[config.mk]
export PLATFORM = sky130hd
export DESIGN_NAME = imem_responder
export DESIGN_NICKNAME = d
export VERILOG_FILES = /design/src/rtl/imem_responder.sv
export SDC_FILE = /design/constraint.sdc
export NUM_CORES = 1
export LEC_CHECK = 0
export CAP_MARGIN = 10
export CORE_MARGIN = 3
export CORE_UTILIZATION = 50
export CTS_CLUSTER_DIAMETER = 100
export CTS_CLUSTER_SIZE = 20
export DETAILED_ROUTE_END_ITERATION = 8
export PLACE_DENSITY_LB_ADDON = 0.12
export SYNTH_ARGS = -nofsm -noshare
export SYNTH_HDL_FRONTEND = slang
export SYNTH_SLANG_ARGS = --single-unit
[constraint.sdc]
create_clock -name CLK -period 3.95 [get_ports CLK]
set_input_delay 0.5925 -clock CLK [delete_from_list [all_inputs] [get_ports CLK]]
set_output_delay 0.5925 -clock CLK [all_outputs]
set_load 0.02 [all_outputs]
[src/rtl/imem_responder.sv]
// Instruction fetch responder: buffers fetch PCs, forwards them in order to a
// ready/valid instruction memory and returns in-order responses; FLUSH kills in-flight work.
module imem_responder #(
    parameter int DEPTH = 4,
    parameter int PTR_W = 2
) (
    input  logic        CLK,
    input  logic        RST,
    input  logic        FLUSH,
    input  logic        INST_RDEN,
    input  logic [31:0] INST_RIADDR,
    output logic        INST_STALL,
    output logic        INST_RVALID,
    output logic [31:0] INST_RADDR,
    output logic [31:0] INST_RDATA,
    output logic        MEM_RDEN,
    output logic [31:0] MEM_RADDR,
    input  logic        MEM_RREADY,
    input  logic        MEM_RVALID,
    input  logic [31:0] MEM_RDATA
);
    localparam logic [PTR_W:0] DEPTH_P = (PTR_W+1)'(DEPTH);

    // Handshake: a memory request transfers in any cycle where MEM_RDEN and
    // MEM_RREADY are both high; MEM_RADDR is stable while MEM_RDEN is held.
    logic [PTR_W:0]   tail_q, tail_d;
    logic [PTR_W:0]   issue_q, issue_d;
    logic [PTR_W:0]   head_q, head_d;
    logic [31:0]      addr_q [DEPTH];
    logic [31:0]      addr_d [DEPTH];
    logic [DEPTH-1:0] kill_q, kill_d;
    logic             inst_rvalid_q, inst_rvalid_d;
    logic [31:0]      inst_raddr_q, inst_raddr_d;
    logic [31:0]      inst_rdata_q, inst_rdata_d;

    logic [PTR_W:0]   count;
    logic [PTR_W:0]   issued;
    logic             full;
    logic             accept;
    logic             issue_fire;
    logic             retire;
    logic [PTR_W-1:0] tail_idx;
    logic [PTR_W-1:0] issue_idx;
    logic [PTR_W-1:0] head_idx;

    assign tail_idx   = tail_q[PTR_W-1:0];
    assign issue_idx  = issue_q[PTR_W-1:0];
    assign head_idx   = head_q[PTR_W-1:0];
    assign count      = tail_q - head_q;
    assign issued     = issue_q - head_q;
    assign full       = (count == DEPTH_P);

    assign INST_STALL = full;
    assign MEM_RDEN   = (issue_q != tail_q) && !FLUSH;
    assign MEM_RADDR  = MEM_RDEN ? addr_q[issue_idx] : 32'h0;

    assign accept     = INST_RDEN && !full && !FLUSH;
    assign issue_fire = MEM_RDEN && MEM_RREADY;
    assign retire     = MEM_RVALID && (head_q != issue_q);

    assign INST_RVALID = inst_rvalid_q;
    assign INST_RADDR  = inst_raddr_q;
    assign INST_RDATA  = inst_rdata_q;

    always_comb begin
        logic [PTR_W-1:0] offs;
        tail_d        = tail_q;
        issue_d       = issue_q;
        head_d        = head_q;
        addr_d        = addr_q;
        kill_d        = kill_q;
        inst_rvalid_d = 1'b0;
        inst_raddr_d  = inst_raddr_q;
        inst_rdata_d  = inst_rdata_q;
        offs          = '0;

        if (accept) begin
            addr_d[tail_idx] = INST_RIADDR;
            kill_d[tail_idx] = 1'b0;
            tail_d           = tail_q + 1'b1;
        end

        if (issue_fire) begin
            issue_d = issue_q + 1'b1;
        end

        if (retire) begin
            head_d = head_q + 1'b1;
            if (!kill_q[head_idx] && !FLUSH) begin
                inst_rvalid_d = 1'b1;
                inst_raddr_d  = addr_q[head_idx];
                inst_rdata_d  = MEM_RDATA;
            end
        end

        // Flush drops unissued entries and marks every issued-but-unreturned slot
        // so its response retires silently when it eventually comes back.
        if (FLUSH) begin
            tail_d = issue_q;
            for (int i = 0; i < DEPTH; i++) begin
                offs = PTR_W'(i) - head_idx;
                if ({1'b0, offs} < issued) begin
                    kill_d[i] = 1'b1;
                end
            end
        end
    end

    always_ff @(posedge CLK) begin
        if (RST) begin
            tail_q        <= '0;
            issue_q       <= '0;
            head_q        <= '0;
            kill_q        <= '0;
            inst_rvalid_q <= 1'b0;
            inst_raddr_q  <= 32'h0;
            inst_rdata_q  <= 32'h0;
            for (int i = 0; i < DEPTH; i++) begin
                addr_q[i] <= 32'h0;
            end
        end else begin
            tail_q        <= tail_d;
            issue_q       <= issue_d;
            head_q        <= head_d;
            kill_q        <= kill_d;
            inst_rvalid_q <= inst_rvalid_d;
            inst_raddr_q  <= inst_raddr_d;
            inst_rdata_q  <= inst_rdata_d;
            addr_q        <= addr_d;
        end
    end

endmodule

==> metrics.txt, run 1 <==
# H-tree levels=1; Startpoint Class=input pin; first-pass GRT wire length=slightly below 40 mm; starting DRC count in detailed routing=about 460; status=complete, no violations; Distinct cells, synth=37; setup TNS=0 ps; # hold bufs at CTS=0; CTS root buffer=clkbuf_16; clk_lat worst skew=470 ps; vias in the first global route=just over 7000; RSZ-0062 raised after global routing=no; Via density=approximately 5.4; WP data arrival=about 2700 ps; via count=7252; dpl hpwl=between 10 and 15 mm; Cell Rows=a little over 50; worst-margin pin slew=around 1100 ps; total track usage=0.214; final hold vios=0; Final setup viols=0; Cells after Synth=960; # IOs=roughly 170; fin nets=between 1000 and 1500; TritonCTS Sinks=between 200 and 250; PostCTS Resize Cnt=0; Synth top area share=0.407; Routed WL per cell=between 15 and 20 um; WS Path Type=in2out; Max-cap violations=0; Clock Pin Slew Worst Setup and Hold Paths=80 ps; TritonCTS clock tree=done; Overflow after GRT=0; CORE AREA=a little under 20000 sq um; Post-synth EDFFs=0; pin count of the biggest net entering global routing=98; Pleak=about 4.7 nW; Starting Density=0.514; Max Clock Freq=around 300 MHz; commonest non-fill, non-tap cell in the layout=dfxtp_1; Chip Height=148 um; Worst Slack Setup Final=about 670 ps; top_reg_cell synth=dfxtp_1; n_diodes=0; Max clock buf depth=3; Die Width=about 150 um; Slew HR=0.272; Cell Pwr Density=between 300 and 400 nW/um^2; YS warnings=0; Seq/Total Area, Yosys=0.407; Hold Path Class=reg2reg; cts bufs inserted=14; WP data required=approximately 3400 ps; #FFs+latches synth=slightly above 200; Clock Skew=about 23 ps; Pins Over Slew Limit=0; Peak VDD IR=roughly 0.26 mV; Die ar.=22000 sq um; Yosys top cell by area=dfxtp_1; antenna violations before repair=0; DRC errors left=0; Mapped Nets=between 1000 and 1500; Final ANT Viol Nets=0; pre-CTS WS=679 ps; Worst Setup End Kind=output port; Post-synth ARST share=0; Synth area leaders=dfxtp_1 41%, mux4_2 14%, mux2i_1 13%; Area growth syn-to-layout=21.9%; average size of a mapped cell=between 10 and 15 sq um; GP Congestion=approximately 0.77; crit share post-route=0.831; synthesized area=roughly 10000 sq um; DRT Pass-1 Iters=4; IO buf count=168; Tmin final=3280 ps; # Post-CTS Setup Buffers=0; most frequent cells in the layout=202 x dfxtp_1, 167 x clkdlybuf4s50_1, 161 x nand2b_1, 129 x mux2i_1, 113 x nand2_1; # fillers=about 1700; final wirelength=about 24 mm; ratio of cells with drive above 1 in the final layout=0.140; CP max FO=19
==> cells by family (layout without fill, tap and decap cells) <==
group                      count (synthesis)  count (layout)  share of synthesized area
xor gates and xnor gates                  10              10                    0.00864
adders and majority gates                 16              16                     0.0205
and+or+nand+nor                          348             348                      0.184
buffers and inverters                     88             218                     0.0427
DFF                                      206             206                      0.407
AOI/OAI and AO/OA                         98              98                     0.0653
muxes                                    194             194                      0.272
==> cell type report <==
cell class | count | area, sq um | share of cell area
well taps | 265 | 332 | 0.0268
flip-flops and latches | 206 | 4130 | 0.334
clock buffers | 15 | 375 | 0.0304
repair buffers | 188 | 1850 | 0.149
clock inverters | 1 | 16.3 | 0.00132
multi-input cells | 666 | 5610 | 0.454
inverters | 14 | 52.6 | 0.00425
==> through the flow <==
step           hold slack [ps]  instance area (sq um)  total power, mW  utilization  std cells
3_3_place_gp               441                  12000             2.91        0.607       1339
5_1_grt                    472                  12400             4.46        0.627       1355
4_1_cts                    457                  12400             4.31        0.627       1355
6_report                   455                  12400             4.26        0.627       1355
3_5_place_dp               445                  12000             2.92        0.607       1339
2_1_floorplan              456                  10100             2.68            -        960
==> sequential cells by signal, summed over array words and instances (netlist names) <==
| signal | cells |
|---|---|
| INST_RADDR | 32 |
| INST_RDATA | 32 |
| INST_RVALID | 1 |
| addr_q | 128 |
| head_q | 3 |
| issue_q | 3 |
| kill_q | 4 |
| tail_q | 3 |
==> path summary, 6_finish.rpt <==
check	startpoint	endpoint	slack [ps]	depth (start not counted)
worst min-delay path	INST_RDATA[12]	INST_RDATA[12]	450	2
worst max register to register	head_q[1]	INST_RDATA[5]	1270	7
worst min register to register	INST_RDATA[12]	INST_RDATA[12]	450	2
worst max-delay path	FLUSH	MEM_RADDR[8]	670	6
==> Yosys cell counts (all sizes together), types with 3 or more instances <==
cell / number
nor2: 10
buf: 28
o211ai: 6
dfxtp: 206
o2bb2ai: 3
nor2b: 4
xor2: 3
inv: 14
a21oi: 71
nand2b: 161
ha: 15
and2: 33
o21ai: 8
clkbuf: 46
xnor2: 7
mux2i: 129
nand2: 133
mux4: 65
==> where the power goes <==
| group | total (mW) | internal, mW | switching (mW) |
|---|---|---|---|
| combinational | 0.683 | 0.328 | 0.355 |
| sequential | 2.18 | 2.14 | 0.0423 |
| clock | 1.40 | 0.687 | 0.708 |
==> worst max-delay path, stage by stage <==
cell,delay [ps]
clkdlybuf4s50_1,620
a31o_2,350
inv_1,70
buf_4,260
and2_1,170
clkdlybuf4s50_1,610
==> routing by layer <==
layer | wire length [um] | GRT usage
met5 | 0 | 0
met4 | 283 | 0.0360
met2 | 11100 | 0.359
met1 | 11000 | 0.304
met3 | 1140 | 0.0289
Note: power is estimated with default switching activity, not from simulation.
==> run 2: changes to the inputs <==
clock period = 3.2 ns   (was 3.95 ns; I/O delays follow)
==> run 2 against run 1 <==
Hold slack got worse by 1.1 ps. Final area increased by 0.89%. Core utilization grew 0.56 points. Final cell count up 0.22%. Power is 24% higher. Clock-buffer cell count did not move. Clock skew is 0.83 ps higher. Die area unchanged. Sequential share of layout area is 0.29 points lower. Critical path depth down 2. Wire length is essentially flat. Critical endpoint is now MEM_RADDR[31]. Largest power group unchanged.
==> metrics.txt, run 2 (synthesis results as in run 1) <==
status=complete, no violations; RSZ-0062 raised after global routing=no; Area growth syn-to-layout=23.0%; CTS root buffer=clkbuf_16; antenna violations before repair=0; GP Congestion=between 0.7 and 0.8; setup TNS=0 ps; internal power=3.91 mW; via count=between 7000 and 8000; first-pass GRT wire length=roughly 38 mm; Seq pwr share=0.511; vias in the first global route=between 7000 and 8000; Psw=about 1.4 mW; Hold Path Class=reg2reg; commonest non-fill, non-tap cell in the layout=dfxtp_1; fin nets=about 1200; starting DRC count in detailed routing=roughly 390; DRT Pass-1 Iters=4; max reg flops=between 100 and 150; Startpoint Class=flip-flop; clk_lat worst skew=about 470 ps; Pleak=roughly 4.8 nW; CP max FO=12; pin count of the biggest net entering global routing=120; flop-to-flop setup slack=approximately 650 ps; cts bufs inserted=14; top cell family by delay on the critical path=buffers and inverters; Die Width=148 um; WS Path Type=reg2out; FF-to-FF path depth=6; total track usage=0.213; Worst Setup End Kind=output port; Final ANT Viol Nets=0; # Post-CTS Setup Buffers=0; final wirelength=between 20 and 25 mm; Finished Layout Cells=roughly 1400; WP data required=between 2000 and 3000 ps; Cell Pwr Density=423 nW/um^2; IO buf count=approximately 170; Critical Path Max Stage Delay=~590 ps; Pins Over Slew Limit=0; # IOs=169; Die ar.=approximately 22000 sq um; Cell Rows=between 50 and 60; PostCTS Resize Cnt=0; Worst Slack Setup Final=168 ps; Routed WL per cell=around 17 um; critical path buffer and inverter count=2; Final setup viols=0; Via density=between 5 and 6; Hold Path Depth=2; dpl hpwl=~15 mm; switch share=0.259; TritonCTS Sinks=just over 200; Starting Density=0.514; WP depth=4; Chip Height=~150 um; Max-cap violations=0; TritonCTS clock tree=done; Clk network pwr share=0.327; Max clock buf depth=3; Tmin final=3030 ps; ratio of cells with drive above 1 in the final layout=0.143; Overflow after GRT=0; Post-DP Area=12100 sq um; Comb power frac=0.161; Max Clock Freq=roughly 330 MHz; n_diodes=0; crit share post-route=0.947; Worst path slowest cell=mux4_2; DP Cell Count=between 1000 and 1500; DRC errors left=0; final hold vios=0; Clock Skew=between 20 and 25 ps; pre-CTS WS=~450 ps; # hold bufs at CTS=0; crit-path cells=buf_4, mux4_2, and2_1, clkdlybuf4s50_1; largest register by flop count=addr_q; Slew HR=0.418; WP data arrival=about 2600 ps; worst-margin pin slew=869 ps; Clock Pin Slew Worst Setup and Hold Paths=90 ps; # H-tree levels=1; Peak VDD IR=~0.35 mV; Design Area, Final=roughly 12000 sq um; most frequent cells in the layout=202 x dfxtp_1, 167 x clkdlybuf4s50_1, 161 x nand2b_1, 129 x mux2i_1, 113 x nand2_1; CORE AREA=between 15000 and 20000 sq um
[run 2: cell types whose count changed in the layout (fill, tap and decap cells not counted), sizes merged]
cell,change
buf,+3
[run 2: layout make-up]
class | count | area, sq um
Timing Repair Buffer | 191 | 1960
Sequential cell | 206 | 4130
Fill cell | 1634 | 7250
Clock inverter | 1 | 16.3
Tap cell | 265 | 332
Clock buffer | 15 | 375
Multi-Input combinational cell | 666 | 5610
Inverter | 14 | 52.6
[run 2: worst paths after layout]
path,to,start
setup / recovery,MEM_RADDR[31],issue_q[0]
hold / removal,INST_RADDR[30],INST_RADDR[30]
setup reg to reg,addr_q[75],tail_q[0]
hold reg to reg,INST_RADDR[30],INST_RADDR[30]
[run 2: worst reg2reg max path, delay by kind of cell (launching register included)]
family / cells / cell delay, ps
buf+inv: 2 / 430
simple gates: 1 / 280
compound gates: 1 / 820
fa+ha+maj: 1 / 290
flops: 1 / 440
mux: 1 / 220
[run 2: through the flow]
stage | total power, mW | hold WS (ps) | util
after floorplan | 3.30 | 456 | -
after global placement | 3.61 | 442 | 0.613
after detailed placement | 3.62 | 445 | 0.613
after CTS | 5.34 | 457 | 0.632
after global routing | 5.50 | 475 | 0.632
final | 5.27 | 454 | 0.632
[run 2: layer usage]
layer | GRT usage | part of all wire | vias to the layer above
met3 | 0.0286 | 0.037 | 25
met4 | 0.0383 | 0.015 | 0
met1 | 0.297 | 0.47 | 3486
li1 | - | - | 3554
met5 | 0 | 0 | -
met2 | 0.360 | 0.48 | 134
[run 2: power by group through the flow]
stage	clock network, mW	logic (mW)	registers (mW)
detailed placement	0	0.861	2.76
global placement	0	0.853	2.75
finish	1.72	0.851	2.70
floorplan	0	0.543	2.76
CTS	1.78	0.864	2.70
global route	1.86	0.926	2.71
